### src/rtl/rsa_xfer_seq.sv
// Moves operand words from the input FIFO into a modexp engine, fires it, and
// drains the result words into the output FIFO, with pre-checks, abort and timeout.
module rsa_xfer_seq #(
  parameter int DW       = 32,
  parameter int KEY_BITS = 2048,
  parameter int MAX_OPS  = 3,
  parameter int CNT_W    = 8,
  parameter int TMO_W    = 24
) (
  input  logic             clk,
  input  logic             rst,
  input  logic             clr,
  input  logic             start,
  input  logic             abort,
  input  logic [1:0]       ops,
  input  logic             in_vld,
  output logic             in_rdy,
  input  logic [DW-1:0]    in_dat,
  input  logic [CNT_W-1:0] in_cnt,
  output logic             out_vld,
  input  logic             out_rdy,
  output logic [DW-1:0]    out_dat,
  input  logic [CNT_W-1:0] out_room,
  output logic             eng_ld_vld,
  input  logic             eng_ld_rdy,
  output logic [DW-1:0]    eng_ld_dat,
  output logic             eng_go,
  output logic             eng_abort,
  input  logic             eng_done,
  input  logic             eng_res_vld,
  output logic             eng_res_rdy,
  input  logic [DW-1:0]    eng_res_dat,
  output logic             busy,
  output logic             done,
  output logic [1:0]       err
);

  // state | meaning
  // IDLE  | waiting for start; pre-checks run here
  // LOAD  | streaming operand words FIFO -> engine
  // GO    | eng_go high for this single cycle
  // RUN   | waiting for eng_done, timeout counter running
  // DRAIN | streaming result words engine -> FIFO
  // FIN   | set done, return to IDLE

  localparam int NW = KEY_BITS / DW;
  localparam int CW = $clog2(MAX_OPS * NW + 1);

  typedef enum logic [2:0] {S_IDLE, S_LOAD, S_GO, S_RUN, S_DRAIN, S_FIN} state_t;

  state_t            state;
  logic [CW-1:0]     wcnt;
  logic [CW-1:0]     rcnt;
  logic [CW-1:0]     total;
  logic [TMO_W-1:0]  tmo;
  logic [31:0]       need;
  logic              ld_x;
  logic              res_x;
  logic              ops_bad;
  logic              space_bad;

  assign need      = 32'(ops) * 32'(NW);
  assign ops_bad   = (ops == 2'd0) || (32'(ops) > 32'(MAX_OPS));
  assign space_bad = (32'(in_cnt) < need) || (32'(out_room) < 32'(NW));

  // Handshakes are pure pass-through while their state is active, 0 otherwise.
  assign busy        = (state != S_IDLE);
  assign eng_ld_vld  = (state == S_LOAD) & in_vld;
  assign eng_ld_dat  = (state == S_LOAD) ? in_dat : '0;
  assign in_rdy      = (state == S_LOAD) & in_vld & eng_ld_rdy;
  assign out_vld     = (state == S_DRAIN) & eng_res_vld;
  assign out_dat     = (state == S_DRAIN) ? eng_res_dat : '0;
  assign eng_res_rdy = (state == S_DRAIN) & out_rdy;
  assign ld_x        = in_rdy;
  assign res_x       = out_vld & out_rdy;

  always_ff @(posedge clk or posedge rst) begin
    if (rst) begin
      state     <= S_IDLE;
      wcnt      <= '0;
      rcnt      <= '0;
      total     <= '0;
      tmo       <= '0;
      eng_go    <= 1'b0;
      eng_abort <= 1'b0;
      done      <= 1'b0;
      err       <= 2'd0;
    end else if (clr) begin
      state     <= S_IDLE;
      wcnt      <= '0;
      rcnt      <= '0;
      total     <= '0;
      tmo       <= '0;
      eng_go    <= 1'b0;
      eng_abort <= 1'b0;
      done      <= 1'b0;
      err       <= 2'd0;
    end else begin
      eng_go    <= 1'b0;
      eng_abort <= 1'b0;
      if (abort && state != S_IDLE) begin
        state     <= S_IDLE;
        eng_abort <= 1'b1;
        done      <= 1'b0;
      end else begin
        case (state)
          S_IDLE: begin
            if (start && !abort) begin
              if (ops_bad) begin
                err <= 2'd2;
              end else if (space_bad) begin
                err <= 2'd1;
              end else begin
                total <= CW'(need);
                wcnt  <= '0;
                done  <= 1'b0;
                err   <= 2'd0;
                state <= S_LOAD;
              end
            end
          end
          S_LOAD: begin
            if (ld_x) begin
              wcnt <= wcnt + CW'(1);
              if (wcnt == total - CW'(1)) begin
                eng_go <= 1'b1;
                state  <= S_GO;
              end
            end
          end
          S_GO: begin
            tmo   <= '0;
            state <= S_RUN;
          end
          S_RUN: begin
            if (eng_done) begin
              rcnt  <= '0;
              state <= S_DRAIN;
            end else if (&tmo) begin
              err       <= 2'd3;
              eng_abort <= 1'b1;
              state     <= S_IDLE;
            end else begin
              tmo <= tmo + TMO_W'(1);
            end
          end
          S_DRAIN: begin
            if (res_x) begin
              rcnt <= rcnt + CW'(1);
              if (rcnt == CW'(NW - 1)) state <= S_FIN;
            end
          end
          S_FIN: begin
            done  <= 1'b1;
            state <= S_IDLE;
          end
          default: state <= S_IDLE;
        endcase
      end
    end
  end

endmodule
### config.mk
export PLATFORM = sky130hd
export DESIGN_NAME = rsa_xfer_seq
export DESIGN_NICKNAME = d
export VERILOG_FILES = /design/src/rtl/rsa_xfer_seq.sv
export SDC_FILE = /design/constraint.sdc
export NUM_CORES = 1
export LEC_CHECK = 0
export ABC_AREA = 1
export BUFFER_PORTS_ARGS = -buffer_cell sky130_fd_sc_hd__buf_2
export CORE_MARGIN = 2
export CORE_UTILIZATION = 48
export CTS_CLUSTER_SIZE = 14
export DETAILED_ROUTE_END_ITERATION = 7
export GPL_TIMING_DRIVEN = 0
export MAX_ROUTING_LAYER = met4
export PLACE_DENSITY = 0.81
export SLEW_MARGIN = 10
export SYNTH_ARGS = -nofsm -noshare
export SYNTH_HDL_FRONTEND = slang
export SYNTH_SLANG_ARGS = --single-unit
### constraint.sdc
create_clock -name clk -period 3.83 [get_ports clk]
set_clock_uncertainty 0.05 [all_clocks]
set_input_delay 0.1915 -clock clk [delete_from_list [all_inputs] [get_ports clk]]
set_output_delay 0.1915 -clock clk [all_outputs]
set_load 0.05 [all_outputs]
==> impl_metrics.env <==
export IMPL_async_flop_share=1.00
export IMPL_synth_enable_flop_cells=0
export IMPL_syn_cell_area_um2=3840
export IMPL_multi_input_area_um2=2030
export IMPL_yosys_warnings=0
export IMPL_post_route_util=0.628
export IMPL_final_cell_count_no_fill=868
export IMPL_synth_seq_cells=50
export IMPL_r2r_cells=11
export IMPL_regArea_um2=1250
export IMPL_boundaryPins=166
export IMPL_drc=0
export IMPL_clock_latency_ns=0.31
export IMPL_num_rows=32
export IMPL_place_inst=859
export IMPL_start_kind="flop"
export IMPL_grt_total_usage=0.239
export IMPL_area_growth_pct=26.2
export IMPL_cap_violations=0
export IMPL_postRouteAntennaNets=0
export IMPL_min_path_type="input pin to flop"
export IMPL_setup_ws_ns=1.46
export IMPL_rsz0062_at_grt="false"
export IMPL_cts_tree="built"
export IMPL_drt_iter0_drc=203
export IMPL_numPortBuffers=152
export IMPL_die_h_um=93.5
export IMPL_crit_type="flop to primary output"
export IMPL_arrival_ns=2.13
export IMPL_die_w_um=93.5
export IMPL_place_ws_ns=1.79
export IMPL_synth_ff_type="dfrtp_1"
export IMPL_n_antenna_cell=0
export IMPL_hold_viol_final=0
export IMPL_tightest_slew_ns=0.560
export IMPL_final_cell_area_um2=4850
export IMPL_grt_pass1_vias=3932
export IMPL_vias=4241
export IMPL_ys_seq_area_frac=0.326
export IMPL_cts_root_buf="clkbuf_8"
export IMPL_synth_cells=604
export IMPL_place_congestion=0.906
export IMPL_status="finished, final reports clean"
export IMPL_p_leak_nw=2.85
export IMPL_fin_nets=861
export IMPL_period_needed_ns=2.37
export IMPL_ctsResizeCount=0
export IMPL_setup_viol=0
export IMPL_start_util=0.497
export IMPL_fp_dieArea_um2=8740
export IMPL_drive_above_1_share=0.279
export IMPL_core_area_um2=7730
export IMPL_grt_pass1_wl_mm=16.6
export IMPL_wl_per_cell_um=11.4
export IMPL_synth_distinct_cells=39
export IMPL_final_common_cell="buf_2"
export IMPL_report_final_slew_viol_count=0
export IMPL_period_share=0.619
export IMPL_grt_overflow_total=0
export IMPL_path_max_fanout=10
export IMPL_n_fill_cell=665
export IMPL_clkTransAtPathRegs_ns=0.09
export IMPL_cts_buffers_inserted=5
export IMPL_max_slew_margin=0.627
export IMPL_h_tree_depth=2
export IMPL_final_cell_mix="buf_2, nand2_1, inv_1"
export IMPL_synth_fp_nets=700
export IMPL_clockBufferDepth=2
export IMPL_p_total_mw=1.89
export IMPL_grt_max_degree=37
export IMPL_max_freq_ghz=0.422
export IMPL_dp_final_hpwl_mm=7.91
export IMPL_drt_first_pass_iters=5
export IMPL_setup_tns_ns=0
export IMPL_wl_mm=9.91
export IMPL_post_dp_cell_area_um2=4750
export IMPL_vias_per_cell=4.89
export IMPL_clock_sinks=50
export IMPL_ir_drop_mv=0.318
export IMPL_postSynthAreaPerCell_um2=6.36
export IMPL_antenna_found_initial=0
export IMPL_cp_data_required_time_ns=3.59
export IMPL_fin_hold_ws_ns=0.107
export IMPL_whs_path_depth=3
export IMPL_endpoint_kind="primary output"
export IMPL_power_density_nw_per_um2=390
[cells by family (layout without fill, tap and decap cells)]
| logic type | Yosys count | count (layout) | share of synthesized area |
|---|---|---|---|
| AOI/OAI and AO/OA | 54 | 54 | 0.0817 |
| xor gates and xnor gates | 11 | 11 | 0.0251 |
| adders and majority gates | 4 | 4 | 0.0130 |
| buffers and inverters | 140 | 302 | 0.146 |
| DFF | 50 | 50 | 0.326 |
| and+or+nand+nor | 345 | 345 | 0.408 |
[critical path: stages (launching register included)]
cell and delay (ns):
dfrtp_1 0.47, inv_2 0.11, nor2_4 0.05, nand2_2 0.10, clkbuf_1 0.40, clkbuf_1 0.36
nor2_1 0.10, buf_2 0.23
[flip-flops by register name, summed over array words and instances (netlist names)]
register / flops
rcnt: 8
eng_go: 1
done: 1
total: 2
wcnt: 8
eng_abort: 1
err: 2
state: 3
tmo: 24
[power breakdown]
group | internal [mW] | switching (mW)
sequential | 0.558 | 0.0344
clock | 0.129 | 0.191
combinational | 0.230 | 0.748
[cell usage after synthesis, types with 5 or more instances]
cell / count / area share
nor2_4: 7 / 0.021
nand2_1: 132 / 0.13
o21ai_1: 8 / 0.010
clkbuf_1: 6 / 0.0059
nor3_1: 8 / 0.010
nand2_2: 7 / 0.011
a21oi_1: 14 / 0.018
xor2_1: 8 / 0.018
nand4_1: 9 / 0.015
dfrtp_1: 50 / 0.33
inv_2: 7 / 0.0068
inv_1: 116 / 0.11
nor4_1: 5 / 0.0081
nor2_1: 111 / 0.11
o21ai_0: 19 / 0.025
o21ai_2: 10 / 0.023
nand3_1: 51 / 0.066
[routing by layer]
layer	up-vias	wire, µm	track usage
li1	2163	-	-
met4	0	124	0.0650
met2	174	4730	0.430
met5	-	0	-
met3	9	743	0.0355
met1	1895	4310	0.277
[worst paths after layout]
path | from | to | slack, ns
max | state[0]$_DFFE_PP0P_ | eng_ld_dat[27] | 1.46
min | ops[1] | total[7]$_DFFE_PP0P_ | 0.11
max reg2reg | tmo[0]$_DFFE_PP0P_ | tmo[16]$_DFFE_PP0P_ | 1.85
min reg2reg | err[0]$_DFFE_PP0P_ | err[0]$_DFFE_PP0P_ | 0.45
max in group asynchronous | rst | wcnt[0]$_DFFE_PP0P_ | 2.90
min in group asynchronous | rst | tmo[21]$_DFFE_PP0P_ | 0.32
[timing repair]
| item | in CTS | in global routing |
|---|---|---|
| endpoints found under the hold margin | 14 | 0 |
| buffers inserted | 0 | 0 |
| hold buffers | 1 | 0 |
[cell type report]
| type | count | share of cell area |
|---|---|---|
| Sequential cell | 50 | 0.258 |
| Timing Repair Buffer | 154 | 0.163 |
| Buffer | 15 | 0.0183 |
| Clock inverter | 3 | 0.00438 |
| Clock buffer | 5 | 0.0142 |
| Multi-Input combinational cell | 414 | 0.418 |
| Inverter | 125 | 0.0975 |
| Tap cell | 102 | 0.0263 |
No activity file was read; power rests on OpenSTA's default activity.
